$ cat src/rtl/tone_decoder.sv
// Tone period decoder: synchronises and glitch-filters a comparator square wave, times rising edges
// and recovers the 2-bit tone code. Define TONE_DECODER_PERIOD_OUT_EN to add period_out/period_stb.

module tone_decoder #(
    parameter int unsigned FILT_LEN  = 16,
    parameter int unsigned P0        = 166667,
    parameter int unsigned P1        = 125000,
    parameter int unsigned P2        = 83333,
    parameter int unsigned P3        = 62500,
    parameter int unsigned TOL_SHIFT = 4,
    parameter int unsigned MATCH_N   = 4,
    parameter int unsigned TIMEOUT   = 262143
) (
    input  logic        clk,
    input  logic        rst,
    input  logic        tone_in,
    output logic [1:0]  freq,
    output logic        valid,
    output logic        new_tone,
`ifdef TONE_DECODER_PERIOD_OUT_EN
    output logic        lost,
    output logic [17:0] period_out,
    output logic        period_stb
`else
    output logic        lost
`endif
);

    localparam int unsigned CNT_W  = 18;
    localparam int unsigned FCNT_W = (FILT_LEN > 1) ? $clog2(FILT_LEN) : 1;
    localparam int unsigned MCNT_W = $clog2(MATCH_N + 1);

    localparam logic [CNT_W-1:0]  TIMEOUT_V = CNT_W'(TIMEOUT);
    localparam logic [FCNT_W-1:0] FILT_MAX  = FCNT_W'(FILT_LEN - 1);
    localparam logic [MCNT_W-1:0] MATCH_V   = MCNT_W'(MATCH_N);

    localparam logic [CNT_W-1:0] LO0 = CNT_W'(P0 - (P0 >> TOL_SHIFT));
    localparam logic [CNT_W-1:0] HI0 = CNT_W'(P0 + (P0 >> TOL_SHIFT));
    localparam logic [CNT_W-1:0] LO1 = CNT_W'(P1 - (P1 >> TOL_SHIFT));
    localparam logic [CNT_W-1:0] HI1 = CNT_W'(P1 + (P1 >> TOL_SHIFT));
    localparam logic [CNT_W-1:0] LO2 = CNT_W'(P2 - (P2 >> TOL_SHIFT));
    localparam logic [CNT_W-1:0] HI2 = CNT_W'(P2 + (P2 >> TOL_SHIFT));
    localparam logic [CNT_W-1:0] LO3 = CNT_W'(P3 - (P3 >> TOL_SHIFT));
    localparam logic [CNT_W-1:0] HI3 = CNT_W'(P3 + (P3 >> TOL_SHIFT));

    localparam logic [1:0] S_IDLE    = 2'd0;
    localparam logic [1:0] S_MEASURE = 2'd1;
    localparam logic [1:0] S_LOCKED  = 2'd2;

    logic              sync1;
    logic              sync2;
    logic              filt;
    logic              filt_d;
    logic [FCNT_W-1:0] fcnt;
    logic [CNT_W-1:0]  cnt;
    logic              rise_c;
    logic              timeout_c;
    logic              band_hit_c;
    logic [1:0]        band_c;

    logic [1:0]        state;
    logic [1:0]        state_n;
    logic [1:0]        cand;
    logic [1:0]        cand_n;
    logic [MCNT_W-1:0] mcnt;
    logic [MCNT_W-1:0] mcnt_n;
    logic [1:0]        freq_n;
    logic              valid_n;
    logic              new_tone_n;
    logic              lost_n;

    // Two-flop synchroniser followed by a level filter needing FILT_LEN agreeing samples
    always_ff @(posedge clk) begin
        if (rst) begin
            sync1  <= 1'b0;
            sync2  <= 1'b0;
            filt   <= 1'b0;
            filt_d <= 1'b0;
            fcnt   <= '0;
        end else begin
            sync1  <= tone_in;
            sync2  <= sync1;
            filt_d <= filt;
            if (sync2 != filt) begin
                if (fcnt == FILT_MAX) begin
                    filt <= ~filt;
                    fcnt <= '0;
                end else begin
                    fcnt <= fcnt + FCNT_W'(1);
                end
            end else begin
                fcnt <= '0;
            end
        end
    end

    assign rise_c    = filt & ~filt_d;
    assign timeout_c = (cnt == TIMEOUT_V);

    // Edge-to-edge period counter; restarts at 1 so its value on an edge is the full period
    always_ff @(posedge clk) begin
        if (rst) begin
            cnt <= '0;
        end else if (rise_c) begin
            cnt <= CNT_W'(1);
        end else if (cnt < TIMEOUT_V) begin
            cnt <= cnt + CNT_W'(1);
        end
    end

    // Band classifier; a saturated count lies above every band and reads as no match
    always_comb begin
        band_hit_c = 1'b0;
        band_c     = 2'd0;
        if (cnt >= LO0 && cnt <= HI0) begin
            band_hit_c = 1'b1;
            band_c     = 2'd0;
        end
        if (cnt >= LO1 && cnt <= HI1) begin
            band_hit_c = 1'b1;
            band_c     = 2'd1;
        end
        if (cnt >= LO2 && cnt <= HI2) begin
            band_hit_c = 1'b1;
            band_c     = 2'd2;
        end
        if (cnt >= LO3 && cnt <= HI3) begin
            band_hit_c = 1'b1;
            band_c     = 2'd3;
        end
    end

    always_ff @(posedge clk) begin
        if (rst) begin
            state    <= S_IDLE;
            cand     <= 2'd0;
            mcnt     <= '0;
            freq     <= 2'd0;
            valid    <= 1'b0;
            new_tone <= 1'b0;
            lost     <= 1'b0;
        end else begin
            state    <= state_n;
            cand     <= cand_n;
            mcnt     <= mcnt_n;
            freq     <= freq_n;
            valid    <= valid_n;
            new_tone <= new_tone_n;
            lost     <= lost_n;
        end
    end

    // Lock tracking; an edge always takes priority over a simultaneous timeout
    always_comb begin
        state_n    = state;
        cand_n     = cand;
        mcnt_n     = mcnt;
        freq_n     = freq;
        valid_n    = valid;
        new_tone_n = 1'b0;
        lost_n     = 1'b0;
        case (state)
            S_IDLE: begin
                if (rise_c) begin
                    state_n = S_MEASURE;
                    mcnt_n  = '0;
                end
            end
            S_MEASURE: begin
                if (rise_c) begin
                    if (!band_hit_c) begin
                        mcnt_n = '0;
                    end else if (band_c == cand) begin
                        mcnt_n = mcnt + MCNT_W'(1);
                    end else begin
                        cand_n = band_c;
                        mcnt_n = MCNT_W'(1);
                    end
                    if (mcnt_n == MATCH_V) begin
                        state_n    = S_LOCKED;
                        freq_n     = cand_n;
                        valid_n    = 1'b1;
                        new_tone_n = 1'b1;
                        mcnt_n     = '0;
                    end
                end else if (timeout_c) begin
                    state_n = S_IDLE;
                    valid_n = 1'b0;
                    mcnt_n  = '0;
                end
            end
            S_LOCKED: begin
                if (rise_c) begin
                    if (!band_hit_c) begin
                        state_n = S_MEASURE;
                        mcnt_n  = '0;
                        valid_n = 1'b0;
                    end else if (band_c != freq) begin
                        state_n = S_MEASURE;
                        cand_n  = band_c;
                        mcnt_n  = MCNT_W'(1);
                        valid_n = 1'b0;
                    end
                end else if (timeout_c) begin
                    state_n = S_IDLE;
                    valid_n = 1'b0;
                    lost_n  = 1'b1;
                    mcnt_n  = '0;
                end
            end
            default: begin
                state_n = S_IDLE;
                valid_n = 1'b0;
                mcnt_n  = '0;
            end
        endcase
    end

`ifdef TONE_DECODER_PERIOD_OUT_EN
    // Every classified edge (any state but IDLE) publishes the measured period
    always_ff @(posedge clk) begin
        if (rst) begin
            period_out <= '0;
            period_stb <= 1'b0;
        end else begin
            period_stb <= rise_c && (state != S_IDLE);
            if (rise_c && (state != S_IDLE)) begin
                period_out <= cnt;
            end
        end
    end
`endif

endmodule
$ cat config.mk
export PLATFORM = sky130hd
export DESIGN_NAME = tone_decoder
export DESIGN_NICKNAME = d
export VERILOG_FILES = /design/src/rtl/tone_decoder.sv
export SDC_FILE = /design/constraint.sdc
export NUM_CORES = 1
export LEC_CHECK = 0
export BUFFER_PORTS_ARGS = -buffer_cell sky130_fd_sc_hd__buf_2
export CORE_MARGIN = 5
export CORE_UTILIZATION = 60
export DETAILED_ROUTE_END_ITERATION = 8
export PLACE_DENSITY_LB_ADDON = 0.2
export RECOVER_POWER = 50
export SLEW_MARGIN = 25
export SYNTH_ARGS = -nofsm -noshare
export SYNTH_HDL_FRONTEND = slang
export SYNTH_SLANG_ARGS = --single-unit
export TNS_END_PERCENT = 30
$ cat constraint.sdc
create_clock -name clk -period 8.9 [get_ports clk]
set_clock_uncertainty 0.2 [all_clocks]
set_input_delay 0.445 -clock clk [delete_from_list [all_inputs] [get_ports clk]]
set_output_delay 0.445 -clock clk [all_outputs]
set_load 0.05 [all_outputs]
======== Word level (Yosys, flattened, before mapping) ========
Index checks and enable logic that the tools add are counted.
storage, ports and cells
  flip-flop bits (word level) ............. 38
  bits of input ports ..................... 3
  output and inout bits ................... 5
  word-level logic and storage cells ...... 111
cells by class
  add/sub/neg operators ................... 3
  magnitude comparators ................... 9
  eq/ne operators ......................... 15
  multiplexer cells ....................... 45
  bitwise gates (word level) .............. 8
  reduce and logical (&&, ||, !) cells .... 17
operators by type and width
  cell                                                               count
  >= comparator 18 x 17 -> 1 bit (second input constant)             2
  less-or-equal comparator 18 x 17 -> 1 bit (second input constant)  2
  less-or-equal comparator 18 bit (second input constant)            2
  2-to-1 mux 3 bit                                                   11
  2-to-1 mux 2 bit                                                   15
  adder 18 x 1 -> 18 bit (second input constant)                     1
  == test 18 bit (second input constant)                             1
  >= comparator 18 x 16 -> 1 bit (second input constant)             1
  >= comparator 18 bit (second input constant)                       1
  less-than comparator 18 bit (second input constant)                1
  2-to-1 mux 1 bit                                                   15
  != test 2 bit (second input constant)                              5
  one-hot mux 3 bit (3 select lines)                                 1
  AND reduction 3 bit                                                3
  OR reduction 3 bit                                                 3
  inverter 1 bit                                                     7
  one-hot mux 2 bit (3 select lines)                                 1
  AND reduction 5 bit                                                1
  adder 4 x 1 -> 4 bit (second input constant)                       1
  == test 4 bit (second input constant)                              1
  logical AND 1 bit                                                  4
  != test 4 bit (second input constant)                              1
  one-hot mux 2 bit (2 select lines)                                 1
  AND reduction 2 bit                                                2
  other kinds (13)                                                   14

======== Longest topological paths before layout ========
Gate-level depths: netlist (run 1).
  depth in word-level cells ............... 14
  mapped depth ............................ 10
  depth with buffers taken out ............ 10

======== Worst setup path before layout (run 1) ========
Ideal clock, no wire load.
  path kind ............................... register to register
  start ................................... reg cnt[13]
  end ..................................... reg valid
  setup time .............................. 0.123 ns
  data arrival time ....................... 2.584 ns
  data required time ...................... 8.577 ns
  path slack .............................. 5.993 ns
  stages on the path, launching flop included .. 10
  buffers on the path ..................... 1
  clock period less this slack ............ 2.907 ns
  path through ............................ dfxtp_1 > buf_6 > or4b_4 > nor4_4 > and2_4 > o22ai_4 > o32a_1 > a211oi_4 > nor3_2 > mux2_1
between the ends
  longest elaborated chain between the ends .. 13
  elaborated cells between the ends (all ways) .. 35
  those cells by class .................... order compare: 8; eq/ne: 6; mux: 16; reduce/logical: 5
ends and longest elaborated chain
  what                                                                                      line  RTL
  start: declaration                                                                        55    logic [CNT_W-1:0] cnt;
  start signal: assignment                                                                  107   cnt <= cnt + CNT_W'(1);
  >= comparator 18 x 17 -> 1 bit / less-or-equal comparator 18 bit (equally long branches)  119   if (cnt >= LO1 && cnt <= HI1) begin
  logical AND 1 bit                                                                         119
  2-to-1 mux 1 bit                                                                          119
  2-to-1 mux 2 bit                                                                          123   if (cnt >= LO2 && cnt <= HI2) begin
  2-to-1 mux 2 bit                                                                          127   if (cnt >= LO3 && cnt <= HI3) begin
  == test 2 bit                                                                             173   end else if (band_c == cand) begin
  2-to-1 mux 3 bit                                                                          173
  2-to-1 mux 3 bit                                                                          171   if (!band_hit_c) begin
  2-to-1 mux 3 bit                                                                          170   if (rise_c) begin
  2-to-1 mux 3 bit                                                                          162   case (state)
  == test 3 bit                                                                             179   if (mcnt_n == MATCH_V) begin
  != test 3 bit (no line)                                                                   -
  AND reduction 3 bit (no line)                                                             -
  end signal: assignment                                                                    147   valid <= valid_n;
  end: declaration                                                                          18    output logic valid,
Several ways; a longest one is shown, not always the timed one. The select of a mux whose other input is x is not followed.
A chain may end at the register's enable or synchronous reset.

======== Worst setup path in the final report (run 1) ========
  start ................................... reg cnt[16]
  end ..................................... reg valid
Same word-level chain as after synthesis.

==> results_dict.tcl, run 1 <==
set metrics [dict create \
    run_status "finished clean" \
    arrival_ns 3.31 \
    grtUsageTotal_pct 21.3 \
    grt_use_met3_pct 4.63 \
    power_switching_uw 81.2 \
    synthDistinctLibCells 69 \
    drv_cap 0 \
    synthesis.instances 344 \
    worstPathCellList "or3b_2 > nor4_1 > a22oi_1 > and2_0 > o32a_1 > a211oi_4 > nor3_2 > mux2_1" \
    synthesis.area_per_instance_um2 7.91 \
    count_of_nets_after_finishing 344 \
    regToRegSetupSlack_ns 5.57 \
    port_buffers 7 \
    syn_to_final_growth_pct 3.13 \
    cts_resized 0 \
    globalplace.congestion 0.930 \
    met2_usage_pct 28.7 \
    floorplan.die_area_mm2 0.00598 \
    power.sequential.fraction_pct 50.8 \
    dieWidth_um 77.3 \
    clock_latency_ns 0.29 \
    rsz0062_at_grt "no" \
    period_minus_ws_final_ns 3.33 \
    report.final.setup_viol 0 \
    gr-total-overflow 0 \
    worstHoldStart "tone_in" \
    worstSetupEndpointType "flip-flop" \
    drt_pass1_iterations 5 \
    coreArea_mm2 0.00438 \
    regToRegStartpoint "cnt[16]$_SDFFE_PP0N_" \
    yosysSeqAreaShare_pct 28.0 \
    number_of_enable_flip_flop_cells_after_synthesis 0 \
    grt_max_degree 25 \
    grt.met1_usage_pct 33.8 \
    cp_top_family "simple AND/OR/NAND/NOR gates" \
    post_cts_hold_buffer_count 0 \
    min_to "sync1$_SDFF_PP0_" \
    h-tree-depth 2 \
    worstReg2RegEnd "valid$_SDFFE_PP0P_" \
    slew_headroom_pct 35.9 \
    tritoncts_clock_tree "done" \
    wirelength_mm 6.32 \
    report.final.hold_viol_count 0 \
    min_path_cells 2 \
    critical_path_s_largest_stage_delay_ns 0.57 \
    drc 0 \
    route.vias.total 2532 \
    grt_pass1_vias 2168 \
    peakVddDrop_mv 0.0913 \
    clock_transition_at_path_regs_ns 0.08 \
    share_clk_of_total_power_pct 41.4 \
    finish.cell_count_without_fillers 385 \
    num_rows 24 \
    cp.required_ns 8.89 \
    achievable-frequency_ghz 0.301 \
    global_route_wire_length_before_repair_mm 10.7 \
    start_util_pct 62.1 \
    postSynthNetCount 356 \
    fin_util_pct 64.0 \
    post-place-cells 377 \
    report.final.slew_viol_count 0 \
    violation_count_after_the_first_detailed_route_iteration 257 \
    remaining_number_of_nets_flagged_by_the_antenna_check_after_routing 0 \
    reported_leakage_power_nw 0.958 \
    layout_common_cells "dfxtp_1, nor2_1, nand2_1" \
    ys.warnings.count 0 \
    layout_commonest_cell "dfxtp_1" \
    die_h_um 77.3 \
    cts-buffers-inserted 5 \
    fraction_of_power_spent_switching_nets_pct 23.4 \
    final_period_util_pct 37.4 \
    most_heavily_used_metal_layer_in_global_routing "met1" \
    avgViaCountPerCell 6.58 \
    comb_power_share_pct 7.7 \
    n_antenna_cell 0 \
    cellPowerDensity_mw_per_mm2 124 \
    clock-root-buffer "clkbuf_8" \
    syn-cell-area_mm2 0.00272 \
    cp_slowest_cell "dfxtp_1" \
    cts_num_sinks 38 \
    synth_flop_cell "dfxtp_1" \
    worst_setup_sp_type "flip-flop" \
    drive_gt1_share_pct 6.91 \
    post_drt_wl_per_cell_um 16.4 \
    boundaryPins 8 \
    fin_setup_tns_ns 0 \
    total_power_uw 347 \
    internal_power_uw 266 \
    dp_hpwl_mm 4.38 \
    async_reset_ff_share_pct 0 \
    crit_fanout 11 \
    critical_path_class "reg2reg" \
    worst-path-buf-inv 0 \
    holdCritPathClass "in2reg" \
    clk_path_buf_depth 2 \
    antenna_found_initial 0 \
    cts_setup_buffers 0 \
    synth_seq_cells 38 \
    tightest_slew_ns 0.962 \
    r2r.worst_path.cells 8 \
]
[cell type report]
class / instances / area (um2)
Clock buffer: 5 / 68.8
Fill cell: 391 / 1580
Tap cell: 52 / 65.1
Clock inverter: 3 / 40.0
Timing Repair Buffer: 7 / 27.5
Multi-Input combinational cell: 267 / 1800
Inverter: 13 / 48.8
Sequential cell: 38 / 761
[power groups by stage]
stage	logic [mW]	registers [mW]	clock network, mW
5_1_grt	0.0299	0.177	0.157
2_1_floorplan	0.0215	0.179	0
6_report	0.0269	0.176	0.144
3_3_place_gp	0.0261	0.180	0
3_5_place_dp	0.0263	0.180	0
4_1_cts	0.0264	0.176	0.148
[registers in the layout (all words and copies together), names as in the netlist]
name      count
cand          2
cnt          18
fcnt          4
filt          1
filt_d        1
freq          2
lost          1
mcnt          3
new_tone      1
state         2
sync1         1
sync2         1
valid         1
[cells by family (layout without fill, tap and decap cells)]
group           count (synthesis)  after routing  share of synthesized area [%]
flops                          38             38                           28.0
compound gates                 77             77                           21.6
xor+xnor                       15             15                           4.83
fa+ha+maj                       9              9                           4.14
buf+inv                        39             28                           6.07
simple gates                  161            161                           33.6
mux                             5              5                           1.89
[through the flow]
| stage | hold slack, ns | area [um2] | setup slack, ns |
|---|---|---|---|
| 5_1_grt | 0.177 | 2810 | 5.36 |
| 6_report | 0.164 | 2810 | 5.57 |
| 4_1_cts | 0.159 | 2810 | 5.65 |
| 3_5_place_dp | 0.244 | 2710 | 5.65 |
| 3_3_place_gp | 0.218 | 2710 | 5.65 |
| 2_1_floorplan | 0.214 | 2720 | 5.99 |
[Yosys cell counts (all sizes together) (5+ instances only)]
cell,number,share of area [%]
a211oi,6,2.1
buf,10,2.0
clkbuf,16,2.3
inv,13,1.8
and2,7,1.7
or3,8,1.8
nor3,12,2.4
nor2,36,5.0
nand2b,11,2.5
nor2b,12,2.8
a31oi,5,1.1
a21oi,15,2.8
ha,9,4.1
o21ai,13,2.4
nand3,13,2.4
nand4,13,3.0
xor2,11,3.5
nand2,17,2.3
nor4,10,2.9
dfxtp,38,28
[how the worst max path moves through the flow]
| stage | end | from | slack (ns) | cells after the start |
|---|---|---|---|---|
| floorplan | valid$_SDFFE_PP0P_ | cnt[13]$_SDFFE_PP0N_ | 5.99 | 9 |
| finish | valid$_SDFFE_PP0P_ | cnt[16]$_SDFFE_PP0N_ | 5.57 | 8 |
| global route | cnt[11]$_SDFFE_PP0N_ | cnt[8]$_SDFFE_PP0N_ | 5.36 | 8 |
| detailed placement | valid$_SDFFE_PP0P_ | cnt[14]$_SDFFE_PP0N_ | 5.65 | 8 |
| global placement | valid$_SDFFE_PP0P_ | cnt[16]$_SDFFE_PP0N_ | 5.65 | 8 |
| CTS | valid$_SDFFE_PP0P_ | cnt[14]$_SDFFE_PP0N_ | 5.65 | 8 |
[per-layer routing]
| layer | vias to the layer above | share of wire [%] |
|---|---|---|
| li1 | 1241 | - |
| met1 | 1164 | 49 |
| met2 | 115 | 41 |
| met3 | 12 | 7.2 |
| met4 | 0 | 2.1 |
| met5 | - | 0 |
Power figures use the tool's default switching activity.
==> run 2: changes to the inputs <==
==> constraint.sdc (replaced) <==
create_clock -name clk -period 3.4 [get_ports clk]
set_clock_uncertainty 0.2 [all_clocks]
set_input_delay 0.17 -clock clk [delete_from_list [all_inputs] [get_ports clk]]
set_output_delay 0.17 -clock clk [all_outputs]
set_load 0.05 [all_outputs]
==> run 2 against run 1 <==
Against the previous run: utilization is 3.1 points higher; sequential share of layout area down 1.2 points; final area increased by 4.8%; routed wire length barely moved; clock power increased to 3.2 times the previous value; flip-flop and latch count stayed put; largest power group is now the clock network.
==> results_dict.tcl, run 2 (same netlist as run 1, synthesis figures left out) <==
set metrics [dict create \
    floorplan.die_area_mm2 0.00598 \
    rsz0062_at_grt "no" \
    port_buffers 7 \
    report.final.setup_viol 0 \
    post_cts_hold_buffer_count 1 \
    holdCritPathClass "in2reg" \
    grt_pass1_vias 2202 \
    worstSetupEndpointType "flip-flop" \
    cts-buffers-inserted 5 \
    worst_setup_sp_type "flip-flop" \
    cts_num_sinks 38 \
    crit_fanout 8 \
    grtUsageTotal_pct 21.5 \
    critical_path_class "reg2reg" \
    biggest_register "cnt" \
    regToRegStartpoint "cnt[10]$_SDFFE_PP0N_" \
    final_period_util_pct 93.2 \
    arrival_ns 3.17 \
    route.vias.total 2563 \
    avgViaCountPerCell 6.42 \
    dp_hpwl_mm 4.62 \
    clock_latency_ns 0.30 \
    n_antenna_cell 0 \
    tightest_slew_ns 0.714 \
    achievable-frequency_ghz 0.316 \
    dp_worst_setup_slack_ns 0.265 \
    layout_common_cells "dfxtp_1, nor2_1, nand2_1" \
    drive_gt1_share_pct 10.4 \
    layout_commonest_cell "dfxtp_1" \
    fin_setup_tns_ns 0 \
    grt_max_degree 25 \
    drt_pass1_iterations 6 \
    timing.critical_path.from "cnt[10]$_SDFFE_PP0N_" \
    report.final.hold_viol_count 0 \
    tritoncts_clock_tree "done" \
    post_drt_wl_per_cell_um 15.8 \
    registers_with_the_highest_flip_flop_counts "cnt: 18 flops, fcnt: 4 flops, mcnt: 3 flops" \
    worstHoldStart "rst" \
    globalplace.congestion 0.962 \
    dieWidth_um 77.3 \
    global_route_wire_length_before_repair_mm 10.6 \
    cts_resized 0 \
    cp.required_ns 3.40 \
    boundaryPins 8 \
    wirelength_mm 6.32 \
    clk_path_buf_depth 2 \
    clock-root-buffer "clkbuf_8" \
    drc 0 \
    antenna_found_initial 0 \
    largest_reg_flops 18 \
    count_of_nets_after_finishing 358 \
    report.final.slew_viol_count 0 \
    clock_transition_at_path_regs_ns 0.08 \
    die_h_um 77.3 \
    start_util_pct 62.1 \
    run_status "finished clean" \
    period_minus_ws_final_ns 3.17 \
    drv_cap 0 \
    cts_setup_buffers 0 \
    syn_to_final_growth_pct 8.05 \
    num_rows 24 \
    reported_leakage_power_nw 1.04 \
    violation_count_after_the_first_detailed_route_iteration 368 \
    gr-total-overflow 0 \
    peakVddDrop_mv 0.209 \
    coreArea_mm2 0.00438 \
    cellPowerDensity_mw_per_mm2 339 \
    postLayoutSetupSlackWorst_ns 0.231 \
    slew_headroom_pct 52.4 \
    remaining_number_of_nets_flagged_by_the_antenna_check_after_routing 0 \
    h-tree-depth 2 \
]
[run 2: cell types whose count changed in the layout (fill, tap and decap cells not counted)]
| cell | change |
|---|---|
| bufinv_16 | +1 |
| buf_2 | +1 |
| clkinv_2 | -2 |
| buf_4 | +12 |
| dlygate4sd3_1 | +1 |
| clkinv_4 | +1 |
[run 2: final timing paths]
| kind | endpoint | cells past startpoint | slack, ns |
|---|---|---|---|
| setup / recovery | freq[1]$_SDFFE_PP0P_ | 8 | 0.23 |
| hold / removal | filt$_SDFFE_PP0P_ | 2 | 0.06 |
| setup reg to reg | freq[1]$_SDFFE_PP0P_ | 8 | 0.23 |
| hold reg to reg | sync2$_SDFF_PP0_ | 1 | 0.25 |
[run 2: final cells by class]
type                       count  area, um2
sequential                    38        761
fill                         398       1440
clock inverter                 3       68.8
inverter                      13       48.8
tap                           52       65.1
clock buffer                   5       68.8
timing repair buffer          21        133
multi-input combinational    267       1800
[run 2: per-layer routing]
metal | GRT usage (%) | routed length [um] | vias up
met5 | 0 | 0 | -
met4 | 7.73 | 122 | 0
met3 | 5.56 | 570 | 18
met2 | 29.4 | 2650 | 108
met1 | 32.2 | 2980 | 1171
li1 | - | - | 1266
[run 2: power breakdown]
part	internal (mW)	leakage (nW)	total, mW	switching (mW)
sequential	0.451	0.307	0.461	0.00943
combinational	0.0299	0.666	0.0717	0.0418
clock	0.294	0.0683	0.465	0.171
total	0.775	1.04	0.998	0.222
[run 2: metrics by stage]
step / power (mW) / util (%) / hold slack, ns / std cells / instance area (um2)
after floorplan: 0.524 / - / 0.0982 / 344 / 2720
final: 0.998 / 67.1 / 0.0577 / 399 / 2940
after detailed placement: 0.542 / 63.9 / 0.190 / 390 / 2800
after global placement: 0.539 / 63.9 / 0.178 / 390 / 2800
after global routing: 1.05 / 67.1 / 0.0948 / 399 / 2940
after CTS: 1.01 / 67.3 / 0.0611 / 399 / 2950
[run 2: critical path, stage by stage, from the launching register on]
cell	delay (ns)
dfxtp_1	0.41
or3_1	0.43
and4_1	0.19
a22oi_1	0.25
nand4_1	0.26
or4_1	0.61
a311oi_4	0.39
nor2_1	0.07
a311oi_1	0.26
==> run 3: changes to the inputs <==
--- a/config.mk
+++ b/config.mk
@@ -7,7 +7,7 @@
 export LEC_CHECK = 0
 export BUFFER_PORTS_ARGS = -buffer_cell sky130_fd_sc_hd__buf_2
 export CORE_MARGIN = 5
-export CORE_UTILIZATION = 60
+export CORE_UTILIZATION = 40
 export DETAILED_ROUTE_END_ITERATION = 8
 export PLACE_DENSITY_LB_ADDON = 0.2
 export RECOVER_POWER = 50
==> constraint.sdc (replaced) <==
create_clock -name clk -period 3.4 [get_ports clk]
set_clock_uncertainty 0.2 [all_clocks]
set_input_delay 0.17 -clock clk [delete_from_list [all_inputs] [get_ports clk]]
set_output_delay 0.17 -clock clk [all_outputs]
set_load 0.02 [all_outputs]
==> run 3 against run 2 <==
Against the previous run: first-iteration DRC count shrank 6.8%; total power shrank 6.7%; worst hold slack gained 0.018 ns; critical endpoint unchanged; sequential share of layout area shrank 0.28 points; largest cell class unchanged; highest routed layer unchanged; final area grew 1.3%; sequential power is essentially flat; critical path depth is the same.
==> results_dict.tcl, run 3 (same netlist as run 1, synthesis figures left out) <==
set metrics [dict create \
    report.final.slew_viol_count 0 \
    crit_fanout 8 \
    multiInputGateArea_mm2 0.00180 \
    layout_commonest_cell "dfxtp_1" \
    fin_setup_tns_ns 0 \
    final_period_util_pct 94.3 \
    regArea_um2 762 \
    cts-buffers-inserted 5 \
    holdCritPathClass "in2reg" \
    dp_hpwl_mm 4.98 \
    peakVddDrop_mv 0.173 \
    critical_path_class "reg2reg" \
    drc 0 \
    report.final.hold_viol_count 0 \
    clk_path_buf_depth 2 \
    syn_to_final_growth_pct 9.43 \
    achievable-frequency_ghz 0.312 \
    clock-root-buffer "clkbuf_8" \
    layout_common_cells "dfxtp_1, nor2_1, nand2_1" \
    cts_setup_buffers 0 \
    antenna_found_initial 0 \
    min_path_cells 2 \
    violation_count_after_the_first_detailed_route_iteration 343 \
    global_route_wire_length_before_repair_mm 11.4 \
    floorplan.die_area_mm2 0.00855 \
    report.final.setup_viol 0 \
    timing.critical_path.from "cnt[1]$_SDFFE_PP0N_" \
    avgViaCountPerCell 5.92 \
    registers_with_the_highest_flip_flop_counts "cnt: 18 flops, fcnt: 4 flops, mcnt: 3 flops" \
    slew_headroom_pct 50.1 \
    tightest_slew_ns 0.748 \
    worst_setup_sp_type "flip-flop" \
    coreArea_mm2 0.00672 \
    route.vias.total 2544 \
    regToRegStartpoint "cnt[1]$_SDFFE_PP0N_" \
    run_status "finished clean" \
    globalplace.congestion 0.955 \
    remaining_number_of_nets_flagged_by_the_antenna_check_after_routing 0 \
    regToRegSetupSlack_ns 0.19 \
    start_util_pct 40.5 \
    grt_pass1_vias 2273 \
    total_power_uw 930 \
    n_antenna_cell 0 \
    post_drt_wl_per_cell_um 15.7 \
    clock_transition_at_path_regs_ns 0.09 \
    count_of_nets_after_finishing 361 \
    wirelength_mm 6.74 \
    fill_cells 689 \
    drive_gt1_share_pct 11.1 \
    port_buffers 7 \
    largest_reg_flops 18 \
    drv_cap 0 \
    h-tree-depth 2 \
    worstHoldStart "rst" \
    tritoncts_clock_tree "done" \
    num_rows 30 \
    rsz0062_at_grt "no" \
    post_route_hold_slack_ns 0.0755 \
    boundaryPins 8 \
    grt_max_degree 25 \
    reported_leakage_power_nw 1.03 \
    worstSetupEndpointType "flip-flop" \
    clock_latency_ns 0.30 \
    gr-total-overflow 0 \
    arrival_ns 3.22 \
    drt_pass1_iterations 5 \
    dieWidth_um 92.5 \
    biggest_register "cnt" \
    period_minus_ws_final_ns 3.21 \
    die_h_um 92.5 \
    cts_num_sinks 38 \
    cp.required_ns 3.41 \
    cellPowerDensity_mw_per_mm2 312 \
    grtUsageTotal_pct 16.2 \
    r2r.worst_path.cells 8 \
]
run 3: through the flow:
stage          worst slack (ns)  std cells  instance area (um2)  util [%]
2_1_floorplan             0.493        344                 2720         -
3_5_place_dp              0.137        421                 2860      42.6
4_1_cts                   0.110        430                 2980      44.4
3_3_place_gp              0.141        421                 2860      42.6
6_report                  0.194        430                 2980      44.3
5_1_grt                 0.00224        430                 2980      44.3
run 3: critical path, cell delays in order (launching register included):
cell and delay (ns):
dfxtp_1 0.45, ha_1 0.35, nor4b_1 0.46, nand2_1 0.09
a41o_1 0.32, or4_1 0.50, a311oi_4 0.43, nor2_1 0.08
a311oi_1 0.23
run 3: metal layers:
metal	up-vias	global-route usage, %	wire [um]
li1	1278	-	-
met1	1184	23.9	3360
met2	74	23.7	2880
met3	8	3.41	425
met4	0	4.33	76
met5	-	0	0
run 3: layout make-up:
cell class                 instances  area share, %
clock buffer                       5           2.31
clock inverter                     3           1.51
inverter                          13           1.64
multi-input combinational        267           60.5
sequential                        38           25.6
tap                               80           3.36
timing repair buffer              24           5.08
run 3: final timing paths:
check                                             to
worst max-delay path            freq[1]$_SDFFE_PP0P_
worst min-delay path               filt$_SDFFE_PP0P_
worst max register to register  freq[1]$_SDFFE_PP0P_
worst min register to register      sync2$_SDFF_PP0_
run 3: timing repair:
| action | in CTS | in global routing |
|---|---|---|
| resized for setup | 0 | 3 |
| hold buffers | 1 | 0 |
| setup endpoints to repair | 0 | 10 |
| hold endpoints to repair | 1 | 0 |
run 3: where the power goes:
group / internal [mW] / switching, mW
clock: 0.218 / 0.179
combinational: 0.0307 / 0.0430
sequential: 0.451 / 0.00840
total: 0.700 / 0.230
